[src/rtl/onehot_sel_pkg.sv]
`default_nettype none
// ============================================================================
// onehot_sel_pkg : shared types and helpers for the one-hot selector tracker
// Revision 1.0
// ============================================================================
package onehot_sel_pkg;

    localparam int CODE_W    = 4;
    // Widest dwell field an event record can carry; CNT_W must not exceed it.
    localparam int MAX_CNT_W = 16;

    localparam logic [CODE_W-1:0] CODE_NONE = 4'h0;
    localparam logic [CODE_W-1:0] CODE_SEL0 = 4'h1;
    localparam logic [CODE_W-1:0] CODE_SEL1 = 4'h2;
    localparam logic [CODE_W-1:0] CODE_SEL2 = 4'h4;
    localparam logic [CODE_W-1:0] CODE_SEL3 = 4'h8;

    typedef struct packed {
        logic [CODE_W-1:0]    prev;
        logic [CODE_W-1:0]    next;
        logic [MAX_CNT_W-1:0] dwell;
    } evt_rec_t;

    function automatic logic is_legal_code(input logic [CODE_W-1:0] code);
        return (code & (code - CODE_W'(1))) == '0;
    endfunction

endpackage
`default_nettype wire

[src/rtl/onehot_sel_fifo.sv]
`default_nettype none
// ============================================================================
// onehot_sel_fifo : synchronous FIFO of packed event records, zero head when empty
// Revision 1.0
// ============================================================================
module onehot_sel_fifo #(
    parameter int FIFO_DEPTH = 4,
    parameter int REC_W      = 16
) (
    input  logic             i_clk,
    input  logic             i_reset_n,
    input  logic             i_push,
    input  logic             i_pop,
    input  logic [REC_W-1:0] i_data,
    output logic [REC_W-1:0] o_head,
    output logic             o_full,
    output logic             o_empty
);

    localparam int PTR_W = $clog2(FIFO_DEPTH);
    localparam int CNT_W = PTR_W + 1;

    logic [REC_W-1:0] mem_q [FIFO_DEPTH];
    logic [PTR_W-1:0] rd_ptr_q, rd_ptr_d;
    logic [PTR_W-1:0] wr_ptr_q, wr_ptr_d;
    logic [CNT_W-1:0] count_q, count_d;
    logic             w_do_push;
    logic             w_do_pop;

    assign o_empty   = (count_q == '0);
    assign o_full    = (count_q == CNT_W'(FIFO_DEPTH));
    assign w_do_pop  = i_pop && !o_empty;
    // A pop in the same cycle frees the slot, so a full FIFO can still accept.
    assign w_do_push = i_push && (!o_full || w_do_pop);
    assign o_head    = o_empty ? '0 : mem_q[rd_ptr_q];

    always_comb begin
        rd_ptr_d = rd_ptr_q;
        wr_ptr_d = wr_ptr_q;
        count_d  = count_q;
        if (w_do_pop) begin
            rd_ptr_d = rd_ptr_q + PTR_W'(1);
        end
        if (w_do_push) begin
            wr_ptr_d = wr_ptr_q + PTR_W'(1);
        end
        case ({w_do_push, w_do_pop})
            2'b10:   count_d = count_q + CNT_W'(1);
            2'b01:   count_d = count_q - CNT_W'(1);
            default: count_d = count_q;
        endcase
    end

    always_ff @(posedge i_clk) begin
        if (!i_reset_n) begin
            rd_ptr_q <= '0;
            wr_ptr_q <= '0;
            count_q  <= '0;
        end else begin
            rd_ptr_q <= rd_ptr_d;
            wr_ptr_q <= wr_ptr_d;
            count_q  <= count_d;
        end
    end

    always_ff @(posedge i_clk) begin
        if (w_do_push) begin
            mem_q[wr_ptr_q] <= i_data;
        end
    end

`ifdef ONEHOT_SEL_TRACKER_ASSERT_EN
    always_ff @(posedge i_clk) begin
        if (i_reset_n) begin
            assert (count_q <= CNT_W'(FIFO_DEPTH));
        end
    end
`endif

endmodule
`default_nettype wire

[src/rtl/onehot_sel_tracker.sv]
`default_nettype none
// ============================================================================
// onehot_sel_tracker : logs one-hot selector changes with dwell time into a FIFO
// Optional checks: define ONEHOT_SEL_TRACKER_ASSERT_EN.  Revision 1.0
// ============================================================================
module onehot_sel_tracker
    import onehot_sel_pkg::*;
#(
    parameter int CNT_W      = 8,
    parameter int FIFO_DEPTH = 4
) (
    input  logic              i_clk,
    input  logic              i_reset_n,
    input  logic [3:0]        i_code,
    output logic              o_valid,
    input  logic              i_ready,
    output logic [3:0]        o_prev,
    output logic [3:0]        o_next,
    output logic [CNT_W-1:0]  o_dwell,
    output logic              o_illegal,
    output logic              o_overflow
);

    localparam int REC_W = 2*CODE_W + CNT_W;

    logic [CODE_W-1:0] cur_code_q, cur_code_d;
    logic [CNT_W-1:0]  dwell_q, dwell_d;
    logic              illegal_q, illegal_d;
    logic              overflow_q, overflow_d;

    logic              w_legal;
    logic              w_change;
    logic              w_pop;
    logic              w_full;
    logic              w_empty;
    evt_rec_t          w_push_rec;
    logic [REC_W-1:0]  w_push_data;
    logic [REC_W-1:0]  w_head_data;

    assign w_legal  = is_legal_code(i_code);
    assign w_change = w_legal && (i_code != cur_code_q);
    assign w_pop    = !w_empty && i_ready;

    always_comb begin
        w_push_rec       = '0;
        w_push_rec.prev  = cur_code_q;
        w_push_rec.next  = i_code;
        w_push_rec.dwell = MAX_CNT_W'(dwell_q);
    end

    assign w_push_data = {w_push_rec.prev, w_push_rec.next, w_push_rec.dwell[CNT_W-1:0]};

    always_comb begin
        cur_code_d = cur_code_q;
        dwell_d    = dwell_q;
        illegal_d  = illegal_q || !w_legal;
        // A change is dropped only when the FIFO is full and nothing leaves this cycle.
        overflow_d = overflow_q || (w_change && w_full && !w_pop);
        if (w_change) begin
            cur_code_d = i_code;
            dwell_d    = '0;
        end else if (dwell_q != '1) begin
            dwell_d = dwell_q + CNT_W'(1);
        end
    end

    always_ff @(posedge i_clk) begin
        if (!i_reset_n) begin
            cur_code_q <= '0;
            dwell_q    <= '0;
            illegal_q  <= 1'b0;
            overflow_q <= 1'b0;
        end else begin
            cur_code_q <= cur_code_d;
            dwell_q    <= dwell_d;
            illegal_q  <= illegal_d;
            overflow_q <= overflow_d;
        end
    end

    onehot_sel_fifo #(
        .FIFO_DEPTH (FIFO_DEPTH),
        .REC_W      (REC_W)
    ) u_fifo (
        .i_clk     (i_clk),
        .i_reset_n (i_reset_n),
        .i_push    (w_change),
        .i_pop     (w_pop),
        .i_data    (w_push_data),
        .o_head    (w_head_data),
        .o_full    (w_full),
        .o_empty   (w_empty)
    );

    assign o_valid    = !w_empty;
    assign o_prev     = w_head_data[REC_W-1 -: CODE_W];
    assign o_next     = w_head_data[CNT_W +: CODE_W];
    assign o_dwell    = w_head_data[CNT_W-1:0];
    assign o_illegal  = illegal_q;
    assign o_overflow = overflow_q;

`ifdef ONEHOT_SEL_TRACKER_ASSERT_EN
    logic             stall_q;
    logic [REC_W-1:0] stall_head_q;

    always_ff @(posedge i_clk) begin
        if (!i_reset_n) begin
            stall_q      <= 1'b0;
            stall_head_q <= '0;
        end else begin
            stall_q      <= o_valid && !i_ready;
            stall_head_q <= w_head_data;
            assert (is_legal_code(cur_code_q));
            assert (!o_valid || (o_next != o_prev));
            assert (!stall_q || (w_head_data == stall_head_q));
        end
    end
`endif

endmodule
`default_nettype wire

[config.mk]
export PLATFORM = sky130hd
export DESIGN_NAME = onehot_sel_tracker
export DESIGN_NICKNAME = d
export VERILOG_FILES = /design/src/rtl/onehot_sel_pkg.sv /design/src/rtl/onehot_sel_fifo.sv /design/src/rtl/onehot_sel_tracker.sv
export SDC_FILE = /design/constraint.sdc
export NUM_CORES = 1
export LEC_CHECK = 0
export ABC_AREA = 1
export BUFFER_PORTS_ARGS = -buffer_cell sky130_fd_sc_hd__buf_4
export CORE_ASPECT_RATIO = 1.2
export CORE_MARGIN = 4
export CORE_UTILIZATION = 55
export CTS_BUF_LIST = sky130_fd_sc_hd__clkbuf_8
export CTS_CLUSTER_DIAMETER = 200
export DETAILED_ROUTE_END_ITERATION = 12
export PLACE_DENSITY = 0.86
export SETUP_SLACK_MARGIN = 0.3
export SLEW_MARGIN = 40
export SYNTH_ARGS = -nofsm -noshare
export SYNTH_HDL_FRONTEND = slang
export SYNTH_HIERARCHICAL = 1
export SYNTH_SLANG_ARGS = --single-unit
[constraint.sdc]
create_clock -name i_clk -period 3.8 [get_ports i_clk]
set_input_delay 0.76 -clock i_clk [delete_from_list [all_inputs] [get_ports i_clk]]
set_output_delay 0.76 -clock i_clk [all_outputs]
set_load 0.01 [all_outputs]
==> results.yml <==
outcome:
  outcome: "finished clean"
final_layout:
  final_nets: 420
  multi_input_area_sq_um: 1190
  fillers: 529
  final_layout_size_suffix_gt1_share_pct: 18.5
  register_area_sq_um: 2380
  stdcell_area_sq_um: 4280
  areaGrowthSynthToFinish_pct: 11.2
  num_antenna_cells: 0
synthesis:
  synth_nets: 390
  ys_seq_area_share_pct: 61.9
  netlist_instances: 376
  ys_ff_latch: 87
  synth.distinct_cells: 26
  synth_area_leaders: "edfxtp_1 50%, dfxtp_1 12%, nor2_1 8.9%, o21ai_1 3.9%, nand2_1 3.7%"
  yosysTopAreaCell: "edfxtp_1"
  syn_area_sq_um: 3850
  synthDominantCellAreaShare_pct: 49.9
  syn_avg_cell_area_sq_um: 10.2
  synth_warnings: 6
clocking:
  clock_latency_ps: 340
  cts_buffers: 9
  cts_resized: 0
  cts_setup_buffers: 0
  cts_sinks: 87
  ctsHoldBuffers: 0
  clk_pin_slew_worst_paths_ps: 70
  h-tree-depth: 3
  cts_tree: "yes"
  cts_buffer_depth: 2
  cts-root-buf: "clkbuf_8"
timing:
  rsz0062_at_grt: "false"
  skew_ps: 10.7
  relSlewSlack_pct: 65.8
  fmax_ghz: 0.368
  period_minus_slack_ps: 2720
  fin_crit_sh_pct: 71.5
  setup_tns_ps: 0
  tightest_slew_ps: 512
  whs_ps: 453
  maxSlewViolCount: 0
  timing.final.hold_violations: 0
  setup_viol: 0
pwr:
  p_leak_uw: 0.00171
  power_density_nw_per_um2: 521
  peakVddDrop_mv: 0.226
floorplan:
  start_util_pct: 56.5
  die_w_microns: 84.4
  die_area_sq_um: 8410
  core_area_sq_um: 6810
  ios: 26
  die_height_microns: 99.6
  num_rows: 33
worst_setup_path:
  path_common_cell: "nand2_1"
  cp-end-kind: "flop"
  path_delay_family: "simple AND/OR/NAND/NOR gates"
  crit_required_ps: 4040
  cp_cell_sequence: "nor2_2, nand2_2, inv_2, nor2_1, inv_1, nand3_1, nand2_1, ha_1, inv_1, fa_1, inv_1, nand2_1, nand3_1, nand2_1, nand2_1, nor2_1"
  cp_data_arrival_time_ps: 2960
  worstSetupPathType: "reg -> reg"
  slowest_stage: "fa_1"
  crit_fanout: 18
  cp_num_buf_inv: 4
  cp-start-kind: "flop"
  cpPeakStageDelay_ps: 390
routing:
  via_per_inst: 5.31
  ant_nets: 0
  drc: 0
  firstDrtPassIters: 4
  avgRoutedWirePerCell_microns: 14.5
  drt_iter0_drc: 215
  finalWirelength_mm: 7.22
  via_count: 2642
grt:
  grt_pass1_vias: 2560
  overflow: 0
  grt_pass1_wl_mm: 11.6
  antenna_found_initial: 0
  grt_start_max_net_pins: 33
  gr-usage-all-layers_pct: 17.8
worst_hold_path:
  hold_class: "reg -> reg"
place:
  routabilityCongestion: 0.804
  port_buffers: 25
  dpl_cell_area_sq_um: 4080
  dp_hpwl_mm: 4.70
job:
  maxCapViolations: 0
-- cell type report --
| type | instances | area share, % |
|---|---|---|
| repair buffers | 31 | 5.44 |
| well taps | 87 | 2.54 |
| clock buffers | 11 | 3.54 |
| multi-input cells | 236 | 27.9 |
| clock inverters | 5 | 1.17 |
| inverters | 41 | 3.69 |
| flip-flops and latches | 87 | 55.7 |
-- state kept, by name, indices dropped and copies added (netlist names), named ones only --
| register | flops |
|---|---|
| u_fifo/count_q | 3 |
| u_fifo/mem_q | 64 |
| cur_code_q | 4 |
| u_fifo/wr_ptr_q | 2 |
| o_overflow | 1 |
| u_fifo/rd_ptr_q | 2 |
| o_illegal | 1 |
| dwell_q | 8 |
-- placed cells by master (no fill, tap or decap), drive strengths merged --
master and n:
a21oi 31, o21ai 35, edfxtp 64, fa 1
clkinv 3, dfxtp 23, nand3b 2, xor2 3
nor3 2, bufinv 1, inv 42, xnor2 1
buf 31, nand2 46, ha 6, nand3 14
clkbuf 11, nor2 95
-- synthesized netlist by cell type, drive strengths merged --
cell and number:
dfxtp 23, a21oi 31, nor3 2, xnor2 1
ha 6, nand3 14, clkinv 1, buf 12
o21ai 35, nor2 95, nand2 46, nand3b 2
edfxtp 64, fa 1, inv 40, xor2 3
-- kinds of logic (layout without fill, tap and decap cells) --
family | after synthesis | in the layout | share of synthesized area (%)
buf+inv | 53 | 88 | 7.05
xor+xnor | 4 | 4 | 0.910
simple gates | 159 | 159 | 17.8
fa+ha+maj | 7 | 7 | 2.47
compound gates | 66 | 66 | 9.85
flops | 87 | 87 | 61.9
-- worst paths after layout --
path | startpoint | endpoint | slack, ps | cells after the start
worst max register to register | u_fifo/count_q[1]$_SDFFE_PN0P_ | u_fifo/count_q[2]$_SDFFE_PN0P_ | 1080 | 16
worst min register to register | o_illegal$_SDFF_PN0_ | o_illegal$_SDFF_PN0_ | 450 | 2
worst min-delay path | o_illegal$_SDFF_PN0_ | o_illegal$_SDFF_PN0_ | 450 | 2
worst max-delay path | u_fifo/count_q[1]$_SDFFE_PN0P_ | u_fifo/count_q[2]$_SDFFE_PN0P_ | 1080 | 16
-- layer usage --
layer | up-vias | track usage, % | wire length [microns]
li1 | 1301 | - | -
met1 | 1236 | 19.8 | 2820
met2 | 85 | 31.2 | 3810
met3 | 20 | 3.15 | 333
met4 | 0 | 11.6 | 260
met5 | - | 0 | 0
-- worst register-to-register path, cell delays in order, from the launching register on --
cell     delay [ps]
dfxtp_1         340
nor2_2          140
nand2_2         100
inv_2           360
nor2_1          210
inv_1            90
nand3_1         150
nand2_1         200
ha_1            200
inv_1            70
fa_1            390
inv_1            70
nand2_1          40
nand3_1          90
nand2_1          70
nand2_1          50
nor2_1           30
-- stage by stage --
stage | util, % | setup slack (ps) | total power, uW | cells
after floorplan | - | 1320 | 1460 | 376
after global placement | 59.8 | 1130 | 1610 | 482
after detailed placement | 59.8 | 1010 | 1630 | 482
after CTS | 62.8 | 1090 | 2250 | 498
after global routing | 62.8 | 906 | 2340 | 498
final | 62.8 | 1080 | 2230 | 498
-- power breakdown --
group | internal (uW) | switching, uW | leakage, uW | total [uW]
combinational | 182 | 308 | 0.000818 | 491
clock | 334 | 289 | 0.000110 | 623
sequential | 1080 | 39.9 | 0.000784 | 1120
Power figures use the tool's default switching activity.
